### config.mk
export PLATFORM = sky130hd
export DESIGN_NAME = ula_result_fifo
export DESIGN_NICKNAME = d
export VERILOG_FILES = /design/src/rtl/ula_result_fifo.sv
export SDC_FILE = /design/constraint.sdc
export NUM_CORES = 1
export LEC_CHECK = 0
export BUFFER_PORTS_ARGS = -buffer_cell sky130_fd_sc_hd__buf_4
export CORE_MARGIN = 2
export CORE_UTILIZATION = 59
export CTS_CLUSTER_DIAMETER = 150
export DETAILED_ROUTE_END_ITERATION = 6
export GPL_TIMING_DRIVEN = 0
export HOLD_SLACK_MARGIN = 0.1
export PLACE_DENSITY = 0.85
export SLEW_MARGIN = 20
export SYNTH_ARGS = -nofsm -noshare
export SYNTH_HDL_FRONTEND = slang
export SYNTH_SLANG_ARGS = --single-unit
export TNS_END_PERCENT = 50
### constraint.sdc
create_clock -name clk -period 5.6 [get_ports clk]
set_input_delay 0 -clock clk [delete_from_list [all_inputs] [get_ports clk]]
set_output_delay 0 -clock clk [all_outputs]
set_load 0.01 [all_outputs]
### src/rtl/ula_result_fifo.sv
// Result FIFO behind the sequential ULA. It captures {carry, result}, hands entries out over valid/ready, and counts dropped pushes.
// Optional even-parity storage and the o_out_parity port are enabled with `define RESULT_PARITY_EN.
module ula_result_fifo #(
    parameter int DEPTH  = 8,
    parameter int DATA_W = 32,
    parameter int CNT_W  = 8
) (
    input  logic                       clk,
    input  logic                       rst,
    input  logic                       i_data_valid,
    input  logic [DATA_W-1:0]          i_data_result,
    input  logic                       i_data_carryout,
    output logic                       o_out_valid,
    input  logic                       i_out_ready,
    output logic [DATA_W-1:0]          o_out_result,
    output logic                       o_out_carryout,
`ifdef RESULT_PARITY_EN
    output logic                       o_out_parity,
`endif
    output logic [$clog2(DEPTH):0]     o_count,
    output logic                       o_full,
    output logic                       o_empty,
    output logic                       o_overflow,
    output logic [CNT_W-1:0]           o_drop_count,
    input  logic                       i_clr_overflow
);

    localparam int AW = $clog2(DEPTH);
`ifdef RESULT_PARITY_EN
    localparam int EW = DATA_W + 2;
`else
    localparam int EW = DATA_W + 1;
`endif
    localparam logic [AW:0] FULL_COUNT = (AW + 1)'(DEPTH);

    logic [EW-1:0]    mem [DEPTH];
    logic [EW-1:0]    entryIn;
    logic [EW-1:0]    head;
    logic [AW-1:0]    wr_ptr_q, wr_ptr_d;
    logic [AW-1:0]    rd_ptr_q, rd_ptr_d;
    logic [AW:0]      count_q, count_d;
    logic             overflow_q, overflow_d;
    logic [CNT_W-1:0] drop_cnt_q, drop_cnt_d;
    logic             push, pop, drop;

`ifdef RESULT_PARITY_EN
    assign entryIn = {^{i_data_carryout, i_data_result}, i_data_carryout, i_data_result};
`else
    assign entryIn = {i_data_carryout, i_data_result};
`endif

    assign head    = mem[rd_ptr_q];
    assign o_empty = (count_q == '0);
    assign o_full  = (count_q == FULL_COUNT);
    assign o_count = count_q;

    // Valid comes from registered occupancy only, so it never looks at i_out_ready.
    assign o_out_valid    = !o_empty;
    assign o_out_result   = o_out_valid ? head[DATA_W-1:0] : '0;
    assign o_out_carryout = o_out_valid ? head[DATA_W] : 1'b0;
`ifdef RESULT_PARITY_EN
    assign o_out_parity   = o_out_valid ? head[DATA_W+1] : 1'b0;
`endif

    assign pop  = o_out_valid & i_out_ready;
    assign push = i_data_valid & (!o_full | pop);
    assign drop = i_data_valid & o_full & !pop;

    assign o_overflow   = overflow_q;
    assign o_drop_count = drop_cnt_q;

    always_comb begin
        wr_ptr_d   = wr_ptr_q;
        rd_ptr_d   = rd_ptr_q;
        count_d    = count_q;
        overflow_d = overflow_q;
        drop_cnt_d = drop_cnt_q;

        if (push) wr_ptr_d = wr_ptr_q + 1'b1;
        if (pop)  rd_ptr_d = rd_ptr_q + 1'b1;

        case ({push, pop})
            2'b10:   count_d = count_q + 1'b1;
            2'b01:   count_d = count_q - 1'b1;
            default: count_d = count_q;
        endcase

        // A drop in the same cycle as a clear restarts the tally at one.
        if (drop) begin
            overflow_d = 1'b1;
            if (i_clr_overflow)
                drop_cnt_d = CNT_W'(1);
            else if (drop_cnt_q != '1)
                drop_cnt_d = drop_cnt_q + 1'b1;
        end else if (i_clr_overflow) begin
            overflow_d = 1'b0;
            drop_cnt_d = '0;
        end
    end

    always_ff @(posedge clk or negedge rst) begin
        if (!rst) begin
            wr_ptr_q   <= '0;
            rd_ptr_q   <= '0;
            count_q    <= '0;
            overflow_q <= 1'b0;
            drop_cnt_q <= '0;
        end else begin
            wr_ptr_q   <= wr_ptr_d;
            rd_ptr_q   <= rd_ptr_d;
            count_q    <= count_d;
            overflow_q <= overflow_d;
            drop_cnt_q <= drop_cnt_d;
        end
    end

    always_ff @(posedge clk) begin
        if (rst && push)
            mem[wr_ptr_q] <= entryIn;
    end

endmodule

Word-level counts from Yosys, hierarchy flattened
Memory sizes are Yosys's and may differ from the RTL's.
Index checks and enable logic that the tools add are counted.
{ "word_totals": {"regBits": 19, "ram_bits": 264, "in_bits": 38, "wordCells": 40, "n_memories": 1} }
{ "memory_table": {"columns": ["name", "depth", "width", "rd", "rd_ports_with_merged_regs", "wr", "line_no", "source"], "rows": [
  ["mem", 8, 33, 1, 0, 1, "36", "logic [EW-1:0] mem [DEPTH];"]
]} }
{ "op_classes": {"addsub": 5, "eq_ne": 4, "muxes": 11, "n_bitwise": 5, "reduce_logical": 9} }
{ "op_table": {"columns": ["cell", "count"], "rows": [
  ["$mux W32", 1],
  ["$mux W8", 4],
  ["$add A8 B1 Y8 const B", 1],
  ["$ne A8 B8 Y1 const B", 1],
  ["$pmux W4 S2", 1],
  ["$add A3 B1 Y3 const B", 2],
  ["$reduce_bool A2 Y1", 3],
  ["$mux W1", 5],
  ["$add A4 B1 Y4 const B", 1],
  ["$and A1 B1 Y1", 4],
  ["$eq A4 B4 Y1 const B", 1],
  ["$logic_not A4 Y1", 1],
  ["$sub A4 B1 Y4 const B", 1],
  ["$logic_not A1 Y1", 3],
  ["$eq A2 B1 Y1 const B", 1],
  ["$eq A2 B2 Y1 const B", 1],
  ["$reduce_and A2 Y1", 1],
  ["$logic_and A1 B1 Y1", 1],
  ["$or A1 B1 Y1", 1]
]} }

Logic depth before layout (Yosys ltp)
Gate-level depths: netlist of the first run.
{ "logic_depth": {"word_depth": 8, "mapped_depth": 11, "depth_no_buf": 10} }

Least setup slack after synthesis of the first run
Ideal clock, no wire load.
{ "synth_timing": {"kind": "reg-to-reg", "startpoint": "register count_q[3], in the netlist o_count[3]", "endpoint": "memory mem[2][0] (netlist name), enable pin", "arrival_time_ps": 4019, "required_time_ps": 5094, "setup_slack_ps": 1075, "path_stages_with_launch": 5, "path_buffers": 0, "period_less_slack_ps": 4525, "path_cell_list": "dfrtp_1 -> nor2b_1 -> nand2_1 -> nand2_1 -> nor4_1"} }
{ "synth_via": {"elab_chain_cells": 8, "elab_cells_between_ends": 10} }
{ "synth_lines": {"columns": ["element", "line_no", "source"], "rows": [
  ["from (decl)", "41", "logic [AW:0] count_q, count_d;"],
  ["from (signal assigned)", "111", "count_q <= count_d;"],
  ["$logic_not A4 Y1", "53", "assign o_empty = (count_q == '0);"],
  ["$logic_not A1 Y1", "58", "assign o_out_valid = !o_empty;"],
  ["$and A1 B1 Y1", "65", "assign pop = o_out_valid & i_out_ready;"],
  ["$or A1 B1 Y1 (*)", "66", "assign push = i_data_valid & (!o_full | pop);"],
  ["$and A1 B1 Y1 (*)", "66", null],
  ["$logic_and A1 B1 Y1 (*)", "118", "if (rst && push)"],
  ["$mux W1 (*)", "118", null],
  ["$mux W1 (implied by the code) (*)", "119", "mem[wr_ptr_q] <= entryIn;"],
  ["to (decl)", "36", null]
]} }
Mark *: on every way between the ends. The rest lies on a longest branch, timed or not.

Worst setup path after layout of the first run
{ "layout_timing": {"startpoint": "input port i_data_valid", "endpoint": "memory mem[6][20] (netlist name), enable pin"} }
{ "layout_via": {"elab_chain_cells": 4} }
{ "layout_lines": {"columns": ["element", "line_no", "source"], "rows": [
  ["from (decl)", "10", "input logic i_data_valid,"],
  ["$and A1 B1 Y1", "66", null],
  ["$logic_and A1 B1 Y1", "118", null],
  ["$mux W1", "118", null],
  ["$mux W1 (implied by the code)", "119", null]
]} }
No other way between the ends.

==> summary.md, run 1 <==
| Metric | Value |
|---|---|
| Post-synth EDFFs | 264 |
| Synthesis-stage register bit count | 283 |
| Compound-gate portion of the synthesized area | 1.714% |
| RePlAce Congestion | 0.9116 |
| Total Routed Length | 25,920 um |
| Largest net degree at the start of global routing | 20 |
| Core area | 18,640 um^2 |
| Count leader, synth | edfxtp_1 |
| P_int | 0.004775 W |
| Port-buffer cells | 86 |
| Fin Clk Skew | 0.01735 ns |
| Adder-Cell Fraction of Synth Area | 0.4480% |
| Die Wd | 141.6 um |
| Detail Placement HPWL | 15,500 um |
| WP data required | 5.83 ns |
| Synthesized Nets | 593 |
| Drt wl/cell | 25.95 um |
| Post_cts resized | 0 |
| Psw | 0.002002 W |
| Detailed router's first-iteration violation count | 700 |
| P per Cell Area | 489.2 nW/um^2 |
| WHS | 0.2456 ns |
| Area Growth Syn to Fin | 24.01% |
| Worst Path Arrival | 3.32 ns |
| DR pass1 iterations | 5 |
| First-pass GRT wire length | 39,390 um |
| Slowest stage delay, CP | 0.66 ns |
| Post-synthesis xor/xnor area fraction | 0.3136% |
| Setup TNS | 0 ns |
| Die Y | 141.6 um |
| Max cap viols | 0 |
| Top FF cell, synth | edfxtp_1 |
| Net Sw Frac | 29.54% |
| Flop pwr share | 38.1% |
| Sequential Area | 8403 um^2 |
| Antenna violations before repair | 0 |
| R2R depth | 7 |
| Initial Util | 59.93% |
| DR vias | 6,272 |
| DRC | 0 |
| Crit-path slowest cell | nor3_2 |
| Via-per-instance ratio | 6.278 |
| I/O Pins | 87 |
| Share of cells above drive strength 1 | 34.12% |
| Gr usage total | 26.82% |
| Synth area leader | edfxtp_1 |
| CTS sink count | 283 |
| Post-synthesis mux area share | 16.64% |
| CP endpoint kind | flip-flop |
| Final Cycle Share | 55.07% |
| Die ar. | 20,050 um^2 |
| Clock share of power | 29.5% |
| Avg Cell Area, Syn | 20.28 um^2 |
| Synth top area share | 70.96% |
| Vias in the first global route | 6,601 |
| Multi-input combinational cell area | 2644 um^2 |
| Worst path most repeated cell | buf_4 |
| Post-route ant nets | 0 |
| RSZ-0062 raised after global routing | no |
| Leakage power | 4.937 nW |
| Final Net Count | 785 |
| Peak supply drop | 311.7 uV |
| Hold depth | 2 |
| Fillcell total | 995 |
| Main combinational cell family by area after synthesis | multiplexers |
| H-tree Lvls | 1 |
| Worst slew pin tran | 0.9606 ns |
| Run status | finished, final reports clean |
| CTS clk-pin slew, worst paths | 0.06 ns |
| Mapped Area | 11,170 um^2 |
| Num rows | 50 |
| CTS tree | yes |
| Synth cell count leaders | edfxtp_1 (264), mux4_2 (66), nor2_1 (41) |
| Hold WC Path Type | in2reg |
| Post-Synth Simple-Gate Area | 4.121% |
| Crit path kind | in2reg |
| Clock latency on the worst-skew pair | 0.54 ns |
| Combinational Power Share | 32.4% |
| Sequential fraction of the synthesis area | 75.22% |
| Setup Buffers After CTS | 0 |
| Hold Buf Count CTS | 40 |
| Fmax | 324.2 MHz |
| Rel. slew slack | 35.75% |
| Hold Vio Cnt, Final | 0 |
| Startpoint types | primary input |
| Mapped Cells | 551 |
| Area contributors post-synth | edfxtp_1 (71%), mux4_2 (13%), dfrtp_1 (4.3%) |
| Number of warnings issued by yosys | 0 |
| Clk buf depth | 3 |
| Clock root buffer | clkbuf_16 |
| CP Max Fanout | 10 |
| Cell Chain, Critical Path | dlygate4sd3_1 -> buf_4 -> clkbuf_1 -> inv_1 -> a21oi_1 -> nand2_1 -> nor3_2 -> buf_4 -> buf_4 -> buf_4 |
| Netlist cell types | 45 |
| CTS buffer count | 28 |
| N_diodes | 0 |
| Max Slew Vio Count | 0 |
| Post-synthesis async set-or-reset flop share | 6.714% |
| Min Tclk post-route | 3.084 ns |
| Final setup viols | 0 |
| GRT overflow | 0 |
logic make-up (layout without fill, tap and decap cells):
logic type               after synthesis  after routing
flip-flops                           283            283
AND/OR/NAND/NOR                       95             95
multiplexers                         103            103
XOR/XNOR                               4              4
AO/OA/AOI/OAI                         29             29
buffers and inverters                 33            247
adder cells (fa/ha/maj)                4              4
layout make-up:
type                            count  share of cell area, %
Timing Repair Buffer              162                  9.790
Multi-Input combinational cell    235                  19.08
Buffer                             28                  1.111
Clock inverter                     18                  1.743
Clock buffer                       34                  5.373
Tap cell                          234                  2.113
Sequential cell                   283                  60.65
Inverter                            5                 0.1355
flip-flops by register name, summed over array words and instances, names as in the netlist:
signal and cells:
wr_ptr_q 3, o_overflow 1, o_count 4, mem 264
o_drop_count 8, rd_ptr_q 3
power by group through the flow:
stage / sequential [W] / clock, W / combinational, W
after global placement: 0.00261 / 0 / 0.00202
after detailed placement: 0.00261 / 0 / 0.00215
after global routing: 0.00259 / 0.00210 / 0.00233
final: 0.00258 / 0.00200 / 0.00220
after floorplan: 0.00260 / 0 / 0.00133
after CTS: 0.00257 / 0.00200 / 0.00220
critical path, delay by kind of cell:
kind,cells,cell delay [ns]
AOI/OAI and AO/OA,1,0.39
buffers and inverters,7,1.95
and+or+nand+nor,2,0.97
per-stage QoR:
step | power, W | cells | area (um^2) | utilization [%] | setup slack, ns
final | 0.006778 | 999 | 13850 | 74.32 | 2.516
after detailed placement | 0.004765 | 907 | 12470 | 66.88 | 2.686
after global placement | 0.004638 | 871 | 12110 | 64.96 | -2.062
after global routing | 0.007026 | 999 | 13850 | 74.32 | 2.459
after floorplan | 0.003930 | 551 | 11170 | - | 1.075
after CTS | 0.006775 | 999 | 13850 | 74.32 | 2.617
cells in the final DEF, fill, tap and decap left out, types with 16 or more instances in the layout:
master         synthesis  layout
dfrtp_1               19      19
mux2i_1               35      35
buf_2                  6      18
clkbuf_16              0      29
dlygate4sd3_1          0      40
edfxtp_1             264     264
buf_4                  3     103
nor2_1                41      39
nand2_1               16      16
mux4_2                66      66
metal layers:
layer	share of wire, %	wire (um)	track usage, %
met4	3.9	1004	10.95
met5	0	0	0
met3	6.2	1596	3.915
met2	53	13730	47.01
met1	37	9594	34.16
worst paths after layout:
| kind | startpoint | end | slack, ns |
|---|---|---|---|
| min | i_data_result[23] | mem[2][23] | 0.25 |
| max reg2reg | o_count[3] | mem[6][20] | 2.55 |
| min reg2reg | o_overflow | o_overflow | 0.51 |
| max | i_data_valid | mem[6][20] | 2.52 |
| max in group asynchronous | rst | rd_ptr_q[2] | 4.23 |
| min in group asynchronous | rst | o_count[3] | 0.77 |
No activity file was read; power rests on OpenSTA's default activity.
==> run 2: changes to the inputs <==
- clock period: 5.6 -> 2.9 ns (I/O delays scaled with it)
==> summary.md, run 2 (same netlist as run 1, synthesis figures left out) <==
| Metric | Value |
|---|---|
| Num rows | 50 (unchanged) |
| RSZ-0062 raised after global routing | yes (was no) |
| Largest Register | mem (unchanged) |
| Leakage power | 4.865 nW (was 4.937 nW) |
| Worst Path Arrival | 2.76 ns (was 3.32 ns) |
| Clk buf depth | 3 (unchanged) |
| Max cap viols | 0 (unchanged) |
| Clock latency on the worst-skew pair | 0.54 ns (about the same) |
| RePlAce Congestion | 0.8333 (was 0.9116) |
| Place WS | -0.08132 ns (was 2.686 ns) |
| Final setup viols | 0 (unchanged) |
| Most common cell after layout, fill and taps aside | edfxtp_1 (unchanged) |
| First-pass GRT wire length | 38,140 um (was 39,390 um) |
| Final Util | 73.90% (was 74.32%) |
| Share of cells above drive strength 1 | 33.69% (was 34.12%) |
| Core area | 18,640 um^2 (unchanged) |
| Most frequent cells in the layout | edfxtp_1 (264), buf_4 (104), mux4_2 (66), nor2_1 (39), dlygate4sd3_1 (39) (was edfxtp_1 (264), buf_4 (103), mux4_2 (66), dlygate4sd3_1 (40), nor2_1 (39)) |
| Rel. slew slack | 39.52% (was 35.75%) |
| Crit path kind | reg2out (was in2reg) |
| CTS buffer count | 28 (unchanged) |
| Gr usage total | 25.79% (was 26.82%) |
| Vias in the first global route | 6,550 (was 6,601) |
| Fin Clk Skew | 0.01850 ns (was 0.01735 ns) |
| Drt wl/cell | 25.34 um (was 25.95 um) |
| CTS sink count | 283 (unchanged) |
| CTS clk-pin slew, worst paths | 0.06 ns (about the same) |
| CP endpoint kind | output pin (was flip-flop) |
| Final worst setup slack | 0.1364 ns (was 2.516 ns) |
| Via-per-instance ratio | 6.237 (was 6.278) |
| Port-buffer cells | 86 (unchanged) |
| Peak supply drop | 631.9 uV (was 311.7 uV) |
| Final Cycle Share | 95.30% |
| WP data required | 2.90 ns (was 5.83 ns) |
| Final Net Count | 776 (was 785) |
| Die Wd | 141.6 um (unchanged) |
| I/O Pins | 87 (unchanged) |
| R2R depth | 8 (was 7) |
| Hold Vio Cnt, Final | 0 (unchanged) |
| N_diodes | 0 (unchanged) |
| DR pass1 iterations | 5 (unchanged) |
| Startpoint types | flip-flop (was primary input) |
| Largest net degree at the start of global routing | 20 (unchanged) |
| Die ar. | 20,050 um^2 (unchanged) |
| Sequential Area | 8403 um^2 (unchanged) |
| Largest register FFs | 264 (unchanged) |
| Post-route ant nets | 0 (unchanged) |
| Max Slew Vio Count | 0 (unchanged) |
| Crit path from | o_count[2] (was i_data_valid) |
| Total design power | 0.01274 W (was 0.006778 W) |
| Hold WC Path Type | in2reg (unchanged) |
| Initial Util | 59.93% (unchanged) |
| P per Cell Area | 924.4 nW/um^2 (was 489.2 nW/um^2) |
| Setup TNS | 0 ns (unchanged) |
| Worst setup path end | o_out_result[20] (was mem[6][20]) |
| Reg2Reg Capture Point | mem[5][21] (was mem[6][20]) |
| CTS tree | yes (unchanged) |
| Multi-input combinational cell area | 2674 um^2 (was 2644 um^2) |
| Run status | finished, final reports clean (unchanged) |
| Total Routed Length | 25,030 um (was 25,920 um) |
| DR vias | 6,162 (was 6,272) |
| GRT overflow | 0 (unchanged) |
| Antenna violations before repair | 0 (unchanged) |
| CP Max Fanout | 10 (unchanged) |
| H-tree Lvls | 1 (unchanged) |
| Fillcell total | 1,025 (was 995) |
| Clock root buffer | clkbuf_16 (unchanged) |
| Worst R2R Setup Slack | 0.16 ns (was 2.55 ns) |
| Fmax | 361.8 MHz |
| Min Tclk post-route | 2.764 ns |
| Worst slew pin tran | 0.9072 ns (was 0.9606 ns) |
| Area Growth Syn to Fin | 23.32% (was 24.01%) |
| Die Y | 141.6 um (unchanged) |
| Detail Placement HPWL | 15,470 um (was 15,500 um) |
| Detailed router's first-iteration violation count | 648 (was 700) |
| Hold depth | 3 (was 2) |
| DRC | 0 (unchanged) |
| Worst reg2reg path startpoint | o_count[3] (unchanged) |
[run 2: where the power goes]
part | switching, W | internal [W]
Sequential | 0.000177 | 0.00482
Combinational | 0.00222 | 0.00206
Clock | 0.00145 | 0.00200
[run 2: worst min-delay path by stage]
stage                         from         endpoint
floorplan                      rst       o_count[0]
global placement               rst  o_drop_count[1]
detailed placement             rst  o_drop_count[1]
CTS                 i_clr_overflow  o_drop_count[3]
global route        i_clr_overflow  o_drop_count[3]
finish              i_clr_overflow  o_drop_count[3]
[run 2: what timing repair did]
item,in CTS,in global routing
hold buffers,39,0
pin swaps,0,1
hold endpoints to repair,296,0
gates resized for setup,1,4
endpoints found under the setup margin,5,38
setup buffers,0,1
[run 2: worst max-delay path: stages (launching register included)]
cell and delay, ns:
dfrtp_1 0.39, buf_6 0.14, nor3_4 0.30, nand2b_1 0.25
clkinv_1 0.29, buf_1 0.51, nor2_1 0.15, buf_4 0.18
[run 2: area by class of cell]
cell class	instances	area share, %
inverters	5	0.1362
multi-input cells	235	19.41
flip-flops and latches	283	60.99
plain buffers	27	1.126
well taps	234	2.125
clock buffers	36	5.458
clock inverters	14	0.8900
repair buffers	154	9.863
[run 2: per-stage QoR]
stage                     std cells  area, um^2  hold slack (ns)
after CTS                       988       13760           0.2087
after global routing            988       13780           0.2266
after global placement          871       12120          -0.1061
after floorplan                 551       11180          -0.2956
final                           988       13780           0.2269
after detailed placement        899       12490         -0.09911
[run 2: routing by layer]
metal	track usage, %	routed length, um	vias up
met4	11.42	935	0
li1	-	-	2631
met3	3.847	1823	76
met1	32.00	8968	3114
met5	0	0	-
met2	45.61	13310	341
